===== src/rtl/sevseg_pkg.sv =====
// Shared types and glyph constants for the BCD seven-segment display scanner.
// Segment bit order is a..g = bit0..bit6, active-high.
package sevseg_pkg;

    typedef enum logic [1:0] {
        SHOW_O = 2'd0,
        GAP_O  = 2'd1,
        SHOW_T = 2'd2,
        GAP_T  = 2'd3
    } state_t;

    typedef logic [3:0] bcd_digit_t;

    typedef struct packed {
        bcd_digit_t tens;
        bcd_digit_t ones;
    } bcd_pair_t;

    localparam logic [6:0] SEG_OFF  = 7'h00;
    localparam logic [6:0] SEG_DASH = 7'h40;
    localparam logic [6:0] SEG_0    = 7'h3F;
    localparam logic [6:0] SEG_1    = 7'h06;
    localparam logic [6:0] SEG_2    = 7'h5B;
    localparam logic [6:0] SEG_3    = 7'h4F;
    localparam logic [6:0] SEG_4    = 7'h66;
    localparam logic [6:0] SEG_5    = 7'h6D;
    localparam logic [6:0] SEG_6    = 7'h7D;
    localparam logic [6:0] SEG_7    = 7'h07;
    localparam logic [6:0] SEG_8    = 7'h7F;
    localparam logic [6:0] SEG_9    = 7'h6F;

endpackage


===== src/rtl/bcd_to_sevseg.sv =====
// Combinational BCD digit to seven-segment glyph decoder.
// Non-BCD codes (10..15) render as a dash so bad upstream data is visible.
module bcd_to_sevseg
    import sevseg_pkg::*;
(
    input  bcd_digit_t  digit,
    output logic [6:0]  seg
);

    // Glyph lookup
    always_comb begin
        case (digit)
            4'd0:    seg = SEG_0;
            4'd1:    seg = SEG_1;
            4'd2:    seg = SEG_2;
            4'd3:    seg = SEG_3;
            4'd4:    seg = SEG_4;
            4'd5:    seg = SEG_5;
            4'd6:    seg = SEG_6;
            4'd7:    seg = SEG_7;
            4'd8:    seg = SEG_8;
            4'd9:    seg = SEG_9;
            default: seg = SEG_DASH;
        endcase
    end

endmodule


===== src/rtl/bcd_display_scanner.sv =====
// Two-digit multiplexed seven-segment scanner with pending/display register
// pair; new values only reach the display at the end of GAP_T (no tearing).
// Optional feature macro: BCD_DISPLAY_SCANNER_ZERO_BLANK_EN blanks a leading
// zero in the tens position.
module bcd_display_scanner
    import sevseg_pkg::*;
#(
    parameter int REFRESH_CYCLES = 1000,
    parameter int BLANK_CYCLES   = 4
) (
    input  logic        clk,
    input  logic        rst_n,
    input  logic        in_val,
    output logic        in_rdy,
    input  logic [3:0]  tens,
    input  logic [3:0]  ones,
    output logic [6:0]  seg,
    output logic [1:0]  an,
    output logic        frame
);

    localparam int MAXL = (REFRESH_CYCLES > BLANK_CYCLES) ? REFRESH_CYCLES : BLANK_CYCLES;
    localparam int CW   = $clog2(MAXL);

    localparam logic [CW-1:0] SHOW_LAST = CW'(REFRESH_CYCLES - 1);
    localparam logic [CW-1:0] GAP_LAST  = CW'(BLANK_CYCLES - 1);

    state_t         state, state_nxt;
    logic [CW-1:0]  cnt, cnt_nxt;
    bcd_pair_t      pend, disp, disp_nxt;
    logic           pend_vld;

    logic           last, frame_now, acc, xfer;
    bcd_digit_t     dig;
    logic [6:0]     glyph;
    logic [6:0]     seg_nxt;
    logic [1:0]     an_nxt;
    logic           frame_nxt;

    assign in_rdy = ~pend_vld;
    assign acc    = in_val & ~pend_vld;

    // Single shared decoder; the digit it sees follows the upcoming state
    bcd_to_sevseg u_dec (
        .digit (dig),
        .seg   (glyph)
    );

    // Next-state, transfer and look-ahead output decode
    always_comb begin
        state_nxt = state;
        cnt_nxt   = cnt + 1'b1;
        last      = (state == SHOW_O || state == SHOW_T) ? (cnt == SHOW_LAST)
                                                         : (cnt == GAP_LAST);
        if (last) begin
            cnt_nxt = '0;
            case (state)
                SHOW_O:  state_nxt = GAP_O;
                GAP_O:   state_nxt = SHOW_T;
                SHOW_T:  state_nxt = GAP_T;
                default: state_nxt = SHOW_O;
            endcase
        end

        frame_now = (state == GAP_T) && last;
        xfer      = frame_now && pend_vld;
        disp_nxt  = xfer ? pend : disp;

        dig = (state_nxt == SHOW_T) ? disp_nxt.tens : disp_nxt.ones;

        seg_nxt = SEG_OFF;
        an_nxt  = 2'b00;
        case (state_nxt)
            SHOW_O: begin
                an_nxt  = 2'b01;
                seg_nxt = glyph;
            end
            SHOW_T: begin
                an_nxt  = 2'b10;
`ifdef BCD_DISPLAY_SCANNER_ZERO_BLANK_EN
                seg_nxt = (disp_nxt.tens == 4'd0) ? SEG_OFF : glyph;
`else
                seg_nxt = glyph;
`endif
            end
            default: begin
                an_nxt  = 2'b00;
                seg_nxt = SEG_OFF;
            end
        endcase

        frame_nxt = (state_nxt == GAP_T) && (cnt_nxt == GAP_LAST);
    end

    // Scan FSM, handshake registers and registered outputs
    always_ff @(posedge clk or negedge rst_n) begin
        if (!rst_n) begin
            state    <= SHOW_O;
            cnt      <= '0;
            pend     <= '0;
            pend_vld <= 1'b0;
            disp     <= '0;
            seg      <= SEG_OFF;
            an       <= 2'b00;
            frame    <= 1'b0;
        end else begin
            state <= state_nxt;
            cnt   <= cnt_nxt;
            disp  <= disp_nxt;
            seg   <= seg_nxt;
            an    <= an_nxt;
            frame <= frame_nxt;
            // A new accept wins over a transfer so pend stays occupied
            if (acc) begin
                pend     <= '{tens: tens, ones: ones};
                pend_vld <= 1'b1;
            end else if (xfer) begin
                pend_vld <= 1'b0;
            end
        end
    end

endmodule


===== config.mk =====
export PLATFORM = sky130hd
export DESIGN_NAME = bcd_display_scanner
export DESIGN_NICKNAME = d
export VERILOG_FILES = /design/src/rtl/sevseg_pkg.sv /design/src/rtl/bcd_to_sevseg.sv /design/src/rtl/bcd_display_scanner.sv
export SDC_FILE = /design/constraint.sdc
export NUM_CORES = 1
export LEC_CHECK = 0
export ABC_AREA = 1
export CAP_MARGIN = 20
export CORE_UTILIZATION = 40
export CTS_CLUSTER_DIAMETER = 120
export DETAILED_ROUTE_END_ITERATION = 8
export PLACE_DENSITY = 0.69
export SLEW_MARGIN = 20
export SYNTH_ARGS = -nofsm -noshare
export SYNTH_HDL_FRONTEND = slang
export SYNTH_SLANG_ARGS = --single-unit

===== constraint.sdc =====
create_clock -name clk -period 3 [get_ports clk]
set_input_delay 0.45 -clock clk [delete_from_list [all_inputs] [get_ports clk]]
set_output_delay 0.45 -clock clk [all_outputs]
set_load 0.05 [all_outputs]

Yosys cells after proc, flatten, opt, wreduce, memory -nomap -nowiden
Memories as Yosys holds them, arrays and structs flattened.
Index checks and enable logic that the tools add are counted.

cells by class
  reductions and logical operators = 8
  equality and inequality tests = 8
  add/subtract/negate cells = 1
  multiplexer cells = 10
  bitwise logic cells = 2

operator list
  operator                 number
  $eq A10 B2 Y1 const B    2
  $add A10 B1 Y10 const B  1
  $eq A10 B10 Y1 const B   1
  $mux W10                 1
  $eq A2 B2 Y1 const B     4
  $mux W8                  1
  $mux W7                  1
  $pmux W2 S3              1
  $logic_not A2 Y1         2
  $mux W4                  1
  $pmux W2 S2              1
  $logic_and A1 B1 Y1      3
  $mux W1                  3
  $eq A2 B1 Y1 const B     1
  $mux W2                  1
  $reduce_bool A2 Y1       1
  $reduce_or A2 Y1         1
  $and A1 B1 Y1            1
  $logic_or A1 B1 Y1       1
  $not A1 Y1               1

word-level totals
  memories kept = 1
  output and inout port bits = 11
  memory bits (read-only) = 112
  flip-flop bits (word level) = 39
  input port bits = 11

memory list
  memory           depth  bits a word  rd ports  clocked after memory_dff  wr ports  RTL line             source
  (no name shown)  16     7            1         0                         0         bcd_to_sevseg.sv:12  case (digit)

Depth between registers and ports, before layout
Gate-level depths: netlist of run 1.
An unclocked memory read counts as a cell.

  depth in word-level cells = 9
  depth in mapped cells = 19
  mapped depth without buffers = 18

Modules after synthesis
A second synthesis of run 1 with hierarchy kept.

unflattened totals
  cell total of the unflattened synthesis = 248
  area total of the unflattened synthesis = 2058.2 um2

by module, submodules not included
  module               instances  sequential area each (um2)  cells each  area each (um2)
  bcd_display_scanner  1          975.9                       212         1865.5
  bcd_to_sevseg        1          0.0                         36          192.7

Least setup slack after synthesis of run 1
No wires, ideal clock.

  kind = register to register
  from = register state[0]
  to = register seg[3]
  path slack = 0.611 ns
  arrival time = 2.318 ns
  required time = 2.929 ns
  clock period less this slack = 2.389 ns
  setup time = 0.071 ns
  stages on the path, launching flop included = 19
  path through = dfrtp_1 -> inv_1 -> ha_1 -> nor2_1 -> inv_2 -> nand2_4 -> nand4_4 -> buf_6 -> inv_1 -> nand2_1 -> nand2_1 -> nand2_1 -> nand2_1 -> inv_1 -> ha_1 -> inv_1 -> nor2_1 -> nor2_1 -> nor2_1

RTL lines
  element                   RTL line                    source
  start: declaration        bcd_display_scanner.sv:28   state_t state, state_nxt;
  start signal: assignment  bcd_display_scanner.sv:107  state <= state_nxt;
  end signal: assignment    bcd_display_scanner.sv:110  seg <= seg_nxt;
  end: declaration          bcd_display_scanner.sv:17   output logic [6:0] seg,

==> results.md, run 1 <==
Layout:
- Registers take 975.9 sq um.
- The growth of design area from synthesis to finish is 17.27%.
- The post-route core utilization is 48.58%.
- The final-layout fill cell count is 507.
- The multi-input combinational cells in the finished layout cover a total of 969.7 sq um.
- The proportion of layout cells with a drive suffix above 1 is 18.75%.
- The number of antenna diodes in the final layout is 0.
- For this run, the post-layout net count is 290.

Routing:
- The pre-antenna-repair detailed-routing pass consisted of 6 iterations.
- The count of nets left with antenna violations once routing finished came out at 0.
- The wire length per cell is 10.88 um.
- The total via count in the routed design is 1,579.
- The count of unresolved DRC violations after routing is 0.
- The detailed router finished its first iteration with 51 violations.
- The routed wire length is 3.720 mm.
- The per-cell via count in the routed design is 4.617.

STA:
- The number of slew-limit violations in the final report came to 0.
- The maximum clock skew at final layout is 0.004039 ns.
- The setup violation total in the final timing report is 0.
- The hold slack is 0.2541 ns.
- The accumulated negative setup slack is 0 ns.
- The fraction of the cycle the final worst path needs is 87.64%.
- The tightest slew margin relative to the limit is 43.60%.
- Setup repair after global routing left no endpoint under its margin.
- After layout, the minimum clock period comes to 2.629 ns.
- The number of hold violations in the final report is 0.
- At the pin with the least slew margin, the transition time is 0.8460 ns.
- Based on the critical path, the design can be clocked at up to 380.3 MHz.

Global route:
- The number of antenna violations at the first check in global routing was 0.
- The number of global-route vias before repair is 1,548.
- The pin count of the biggest net entering global routing is 40.
- The global-route usage over all layers is 15.74%.
- The global-route wire length before repair is 6.575 mm.
- Global routing finished with a remaining overflow of 0.

Synth:
- The post-synthesis cell type count is 29.
- Counting flops and latches in the post-synthesis netlist gives 39.
- Counting every net in the synthesized netlist gives 264.
- The sequential cell area fraction in the yosys report is 46.13%.
- Counting every instance in the synthesized netlist gives 245.
- The number of warnings issued by yosys is 0.
- The area share of the leading cell type in the synthesized netlist is 46.13%.
- The largest total area in the synthesized netlist belongs to sky130_fd_sc_hd__dfrtp_1.
- Summing every instance area after synthesis gives 2116 sq um.
- By area the synthesized netlist is led by sky130_fd_sc_hd__dfrtp_1 46%, sky130_fd_sc_hd__nand2_1 8.5%, sky130_fd_sc_hd__inv_1 6.6%.
- Dividing the synthesized area by the synthesized cell count gives 8.636 sq um.

Power and ir drop:
- The switching fraction of total power is 22.21%.
- Summed over all cells, the static leakage comes to 1.245 nW.
- The design internal power is 0.7133 mW.
- The worst IR drop on VDD is 0.2198 mV.
- The design draws 0.9169 mW.
- In this run the power spent charging and discharging nets is 0.2036 mW.
- Sequential cells burn 58.8% of the power.
- Per report_power, the combinational group accounts for 3.5% of the total.
- The ratio of total power to cell area is 369.6 nW/um^2.
- The clock group share of total power is 37.7%.

Flow run:
- The tool flagged a number of max-cap violations equal to 0.

Critical path:
- The endpoint kind of the worst setup timing path is a flop.
- The largest fanout on the critical path is 12.
- Among cell families on the critical path, the largest total delay comes from simple AND/OR/NAND/NOR gates.
- The required time of the critical path is 3.23 ns.
- In this run the register-to-register setup slack is 0.37 ns.
- Among all stages on the critical path, the largest delay is contributed by sky130_fd_sc_hd__dfrtp_1.
- The worst setup path is launched from a flop.
- The stage delay of the slowest cell on the critical path is 0.40 ns.
- The count of cells along the worst register-to-register path is 17.
- Data on the critical path arrives at its endpoint at 2.86 ns.
- In this run the critical register-to-register path is captured at seg[3].
- The startpoint-to-endpoint class of the critical path is reg -> reg.
- The critical path goes through inv_1, ha_1, nor2_2, inv_2, nand2_4, nand4_4, inv_1, nand2_1, nand2_1, nand2_1, nand2_1, inv_1, ha_1, inv_1, nor2_1, nor2_1, nor2_1.
- The startpoint of the lowest-slack register-to-register path is state[0].
- The worst path buffer plus inverter count is 5.

Floorplan:
- The die boundary height is 74.73 um.
- The floorplan step defined a core boundary enclosing 5107 sq um.
- After floorplanning, the core was divided into 26 placement rows.
- 22 I/O pins were placed.
- The die outline area is 5585 sq um.
- The die width is 74.73 um.
- The initial utilization of the core area, before any placement, comes to 41.43%.

Min path:
- The worst hold path belongs to the class in -> async.

Clock network:
- The clock tree root driver cell is sky130_fd_sc_hd__clkbuf_8.
- The maximum count of clock buffers along a single path is 2.
- The number of sinks on the clock net is 39.
- The CTS tree is yes.
- The clock-pin slew on the worst setup and hold paths is 0.07 ns.
- CTS built an H-tree with a depth of 2.
- The clock latency on the worst-skew pair is 0.29 ns.
- The hold buffer count at cts is 0.
- The number of buffers created by CTS is 5.

Place:
- The number of port buffers is 21.
- The congestion estimate from routability-driven global placement came to 0.8748.
- The placed wire-length estimate is 2.754 mm.

Run status:
- The run finished with clean final reports.
## cells in the mapped netlist (all sizes together)
master,count
mux2,5
and3,1
xnor2,1
clkbuf,1
nand3,10
xor2,3
clkinv,1
o21bai,1
dfrtp,39
nand2,73
nor3,1
ha,8
buf,1
a21oi,5
nor2,38
inv,41
o21ai,5
nand4,11
## metal layers
layer,GRT usage (%),vias to the layer above,routed length (um)
met5,0,-,0
met4,8.595,0,93
met3,4.150,9,158
met2,24.12,38,1729
met1,20.29,728,1739
li1,-,804,-
## cell usage in the layout, fill, tap and decap left out, drive strengths merged
master and instances:
a21oi 5, nor2 38, o21ai 5, clkdlybuf4s50 20, and3 1, buf 1, nand2 73, mux2 5
clkinvlp 1, inv 41, ha 8, xnor2 1, clkbuf 6, xor2 3, o21bai 1, nor3 1
nand4 11, dfrtp 39, clkinv 2, nand3 10
## repair_timing
item | 4_1_cts | 5_1_grt
setup endpoints to repair | 0 | 1
resized for setup | 0 | 1
buffers inserted | 0 | 0
## power by group through the flow
| stage | Combinational (mW) | Sequential (mW) | Clock [mW] |
|---|---|---|---|
| after global placement | 0.0327 | 0.549 | 0 |
| after floorplan | 0.00945 | 0.548 | 0 |
| after global routing | 0.0381 | 0.539 | 0.380 |
| after CTS | 0.0334 | 0.539 | 0.358 |
| final | 0.0321 | 0.539 | 0.346 |
| after detailed placement | 0.0333 | 0.549 | 0 |
## sequential cells by signal, summed over array words and instances, names as in the netlist
name and cells:
disp 8, pend_vld 1, frame 1, cnt 10, seg 7, pend 8
an 2, state 2
## how the worst max path moves through the flow
stage	startpoint	end	slack, ns	depth (start not counted)
final	state[0]	seg[3]	0.37	17
after global routing	state[0]	seg[3]	0.09	17
after CTS	state[0]	seg[3]	0.28	17
after detailed placement	state[0]	seg[3]	0.31	17
after global placement	state[0]	seg[3]	0.46	17
after floorplan	state[0]	seg[3]	0.61	18
## kinds of logic (layout without fill, tap and decap cells)
kind of cell,count (synthesis),in the layout,share of synthesized area (%)
compound gates,11,11,3.430
fa+ha+maj,8,8,4.731
simple gates,134,134,33.23
xor+xnor,4,4,1.656
buf+inv,44,71,8.160
mux,5,5,2.661
flops,39,39,46.13
## metrics by stage
stage               instances  instance area (sq um)  worst slack (ns)
finish                    342                   2481            0.3707
global placement          334                   2394            0.4561
floorplan                 245                   2116            0.6110
global route              342                   2481           0.09184
CTS                       342                   2479            0.2823
detailed placement        334                   2394            0.3142
## layout make-up
class                           instances  share of cell area [%]
Inverter                               42                   6.354
Multi-Input combinational cell        162                   39.08
Clock inverter                          2                  0.5043
Clock buffer                            6                   2.925
Sequential cell                        39                   39.33
Timing Repair Buffer                   21                   8.270
Tap cell                               70                   3.530
Note: power is estimated with default switching activity, not from simulation.
==> run 2: changes to the inputs <==
--- a/config.mk
+++ b/config.mk
@@ -10,6 +10,7 @@
 export CORE_UTILIZATION = 40
 export CTS_CLUSTER_DIAMETER = 120
 export DETAILED_ROUTE_END_ITERATION = 8
+export MAX_ROUTING_LAYER = met4
 export PLACE_DENSITY = 0.69
 export SLEW_MARGIN = 20
 export SYNTH_ARGS = -nofsm -noshare
==> run 2 against run 1 <==
Critical path depth did not move. Clock power barely moved. First-iteration DRC count rose by 5.9%. Cell area did not move. Power barely moved. Core utilization did not move. Routed wire length fell by 0.70%. Sequential share of layout area did not move. Critical path type unchanged. Critical endpoint unchanged. Largest power group unchanged. Highest routed layer unchanged.
==> results.md, run 2 (synthesis gave the netlist of run 1 again) <==
Routing:
- The total via count in the routed design was 1,574 (-0.32%).
- The first-iteration detailed-routing DRC count came to 54 (+5.9%).
- The per-cell via count in the routed design is 4.602 (-0.32%).
- The count of unresolved DRC violations after routing came to 0 (unchanged).
- The count of antenna-violating nets left after detailed routing is 0 (unchanged).
- The detailed-router iteration count before antenna repair is 6 (unchanged).
- The routed wire length came to 3.694 mm (-0.70%).
- The wire length per cell was 10.80 um (-0.70%).

Clock network:
- In this run the clock root is driven by a sky130_fd_sc_hd__clkbuf_8.
- The clock-pin slew on the worst setup and hold paths is 0.07 ns (about the same).
- The number of buffers created by CTS is 5 (unchanged).
- The H-tree depth is 2 (unchanged).
- The hold buffer count at cts is 0 (unchanged).
- TritonCTS built the clock tree.
- The clock latency on the worst-skew pair came to 0.29 ns (about the same).
- The number of sinks on the clock net was 39 (unchanged).
- The maximum count of clock buffers along a single path came to 2 (unchanged).

Critical path:
- The data arrival time of the worst path is 2.85 ns (about the same).
- The required time of the critical path came to 3.23 ns (about the same).
- The critical path in this run is classified as reg -> reg.
- The endpoint kind of the worst setup timing path is a flop.
- The worst setup path is launched from a flop.
- The largest fanout on the critical path is 12 (unchanged).

Layout:
- The growth of design area from synthesis to finish came to 17.27% (unchanged).
- The total inserted antenna cells is 0 (unchanged).
- The proportion of layout cells with a drive suffix above 1 came to 18.75% (unchanged).
- cnt holds more flip-flops than any other register.
- Leaving out fill and tap cells, the most frequent cells in the layout are 48 x sky130_fd_sc_hd__nand2_1, 39 x sky130_fd_sc_hd__dfrtp_1, 37 x sky130_fd_sc_hd__inv_1, 35 x sky130_fd_sc_hd__nor2_1, 20 x sky130_fd_sc_hd__clkdlybuf4s50_1.
- The library cell used most frequently in the layout, excluding fill and tap cells, is sky130_fd_sc_hd__nand2_1.
- The number of flip-flops in the largest register came to 10 (unchanged).
- The non-filler instance count after layout is 342 (unchanged).
- The post-route core utilization is 48.58% (unchanged).
- In the final layout, the registers with the most flip-flops are cnt: 10 flops, disp: 8 flops, pend: 8 flops.
- The number of nets in the layout is 290 (unchanged).
- The final-layout fill cell count was 507 (unchanged).

Floorplan:
- The area of the core is 5107 sq um (unchanged).
- The starting density of the core was 41.43% (unchanged).
- The die boundary height is 74.73 um (unchanged).
- The die width is 74.73 um (unchanged).
- The die outline area came to 5585 sq um (unchanged).
- The count of pins on the block boundary is 22 (unchanged).
- The total number of placement rows is 26 (unchanged).

Global route:
- The pin count of the biggest net entering global routing came to 40 (unchanged).
- The global-route wire length before repair is 6.561 mm (-0.21%).
- The number of antenna violations at the first check in global routing was 0 (unchanged).
- The number of global-route vias before repair is 1,545 (-0.19%).
- The sum of overflow across all layers after global routing is 0 (unchanged).
- The global-route usage over all layers was 16.21% (+0.47 points).

STA:
- The accumulated negative setup slack came to 0 ns (unchanged).
- The worst-margin pin slew was 0.8438 ns (-0.002184 ns).
- The least setup slack across all paths after layout is 0.3764 ns (+0.005676 ns).
- Setup repair after global routing left no endpoint under its margin.
- The tightest slew margin relative to the limit is 43.75% (+0.15 points).
- The maximum clock skew at final layout is 0.004388 ns (+0.0003494 ns).
- The shortest period the worst path allows is 2.624 ns (-0.005676 ns).
- The setup violation total in the final timing report came to 0 (unchanged).
- The number of slew-limit violations in the final report was 0 (unchanged).
- The fraction of the cycle the final worst path needs was 87.45% (-0.19 points).
- The number of hold violations in the final report is 0 (unchanged).
- The maximum clock rate is 381.2 MHz (+0.22%).

Power and ir drop:
- The ratio of total power to cell area is 369.2 nW/um^2 (about the same).
- The worst IR drop on VDD is 0.2178 mV (-0.94%).
- The static leakage is 1.245 nW (unchanged).

Place:
- The placed wire-length estimate is 2.754 mm (unchanged).
- The number of port buffers is 21 (unchanged).
- The global placer's final weighted congestion came to 0.8891 (+1.6%).
- The worst-case setup slack after placement is 0.3142 ns (unchanged).
- The instance count after placement with tap cells included came to 334 (unchanged).

Min path:
- The worst hold path belongs to the class in -> async.

Run status:
- The flow ran to the end, and the final reports show no timing, DRC or antenna violations.

Flow run:
- The number of maximum-capacitance violations is 0 (unchanged).
[run 2: cell counts in the layout (fill, tap and decap cells not counted)]
Identical to the previous run, type by type.
[run 2: area by class of cell]
class	count	area, sq um	share of cell area (%)
clock buffer	6	72.57	2.925
clock inverter	2	12.51	0.5043
inverter	42	157.7	6.354
multi-input combinational	162	969.7	39.08
sequential	39	975.9	39.33
tap	70	87.58	3.530
timing repair buffer	21	205.2	8.270
[run 2: where the power goes]
group	total, mW	switching, mW	internal [mW]
clock network	0.345	0.183	0.162
logic	0.0321	0.0159	0.0162
registers	0.539	0.00414	0.535
total	0.916	0.203	0.713
[run 2: routing by layer]
layer	track usage [%]	routed length, um	vias up
met1	20.29	1711	721
met2	24.12	1723	39
met4	8.595	88	0
met3	4.016	170	9
li1	-	-	805
met5	-	0	-
[run 2: worst max-delay path, stage by stage, from the launching register on]
cell and delay [ns]:
sky130_fd_sc_hd__dfrtp_1 0.40, sky130_fd_sc_hd__inv_1 0.10, sky130_fd_sc_hd__ha_1 0.22, sky130_fd_sc_hd__nor2_2 0.22
sky130_fd_sc_hd__inv_2 0.09, sky130_fd_sc_hd__nand2_4 0.14, sky130_fd_sc_hd__nand4_4 0.22, sky130_fd_sc_hd__inv_1 0.16
sky130_fd_sc_hd__nand2_1 0.07, sky130_fd_sc_hd__nand2_1 0.07, sky130_fd_sc_hd__nand2_1 0.05, sky130_fd_sc_hd__nand2_1 0.13
sky130_fd_sc_hd__inv_1 0.09, sky130_fd_sc_hd__ha_1 0.28, sky130_fd_sc_hd__inv_1 0.03, sky130_fd_sc_hd__nor2_1 0.13
sky130_fd_sc_hd__nor2_1 0.07, sky130_fd_sc_hd__nor2_1 0.09
[run 2: repair_timing]
action | in CTS | in global routing
endpoints found under the setup margin | 0 | 1
buffers inserted | 0 | 0
resized for setup | 0 | 1
endpoints found under the hold margin | 0 | 0
[run 2: metrics by stage]
stage / power, mW / hold slack (ns) / instance area, sq um
after floorplan: 0.5572 / 0.1544 / 2116
after global placement: 0.5817 / 0.4677 / 2394
after detailed placement: 0.5825 / 0.4635 / 2394
after CTS: 0.9305 / 0.2861 / 2479
after global routing: 0.9580 / 0.3440 / 2481
final: 0.9161 / 0.2531 / 2481
[run 2: worst paths after layout]
check	from	to	slack, ns	depth (start not counted)
max in group asynchronous	rst_n	disp[2]	2.21	1
hold reg to reg	disp[5]	disp[5]	0.48	2
setup / recovery	state[0]	seg[3]	0.38	17
min in group clk	disp[5]	disp[5]	0.48	2
hold / removal	rst_n	seg[4]	0.25	1
setup reg to reg	state[0]	seg[3]	0.38	17
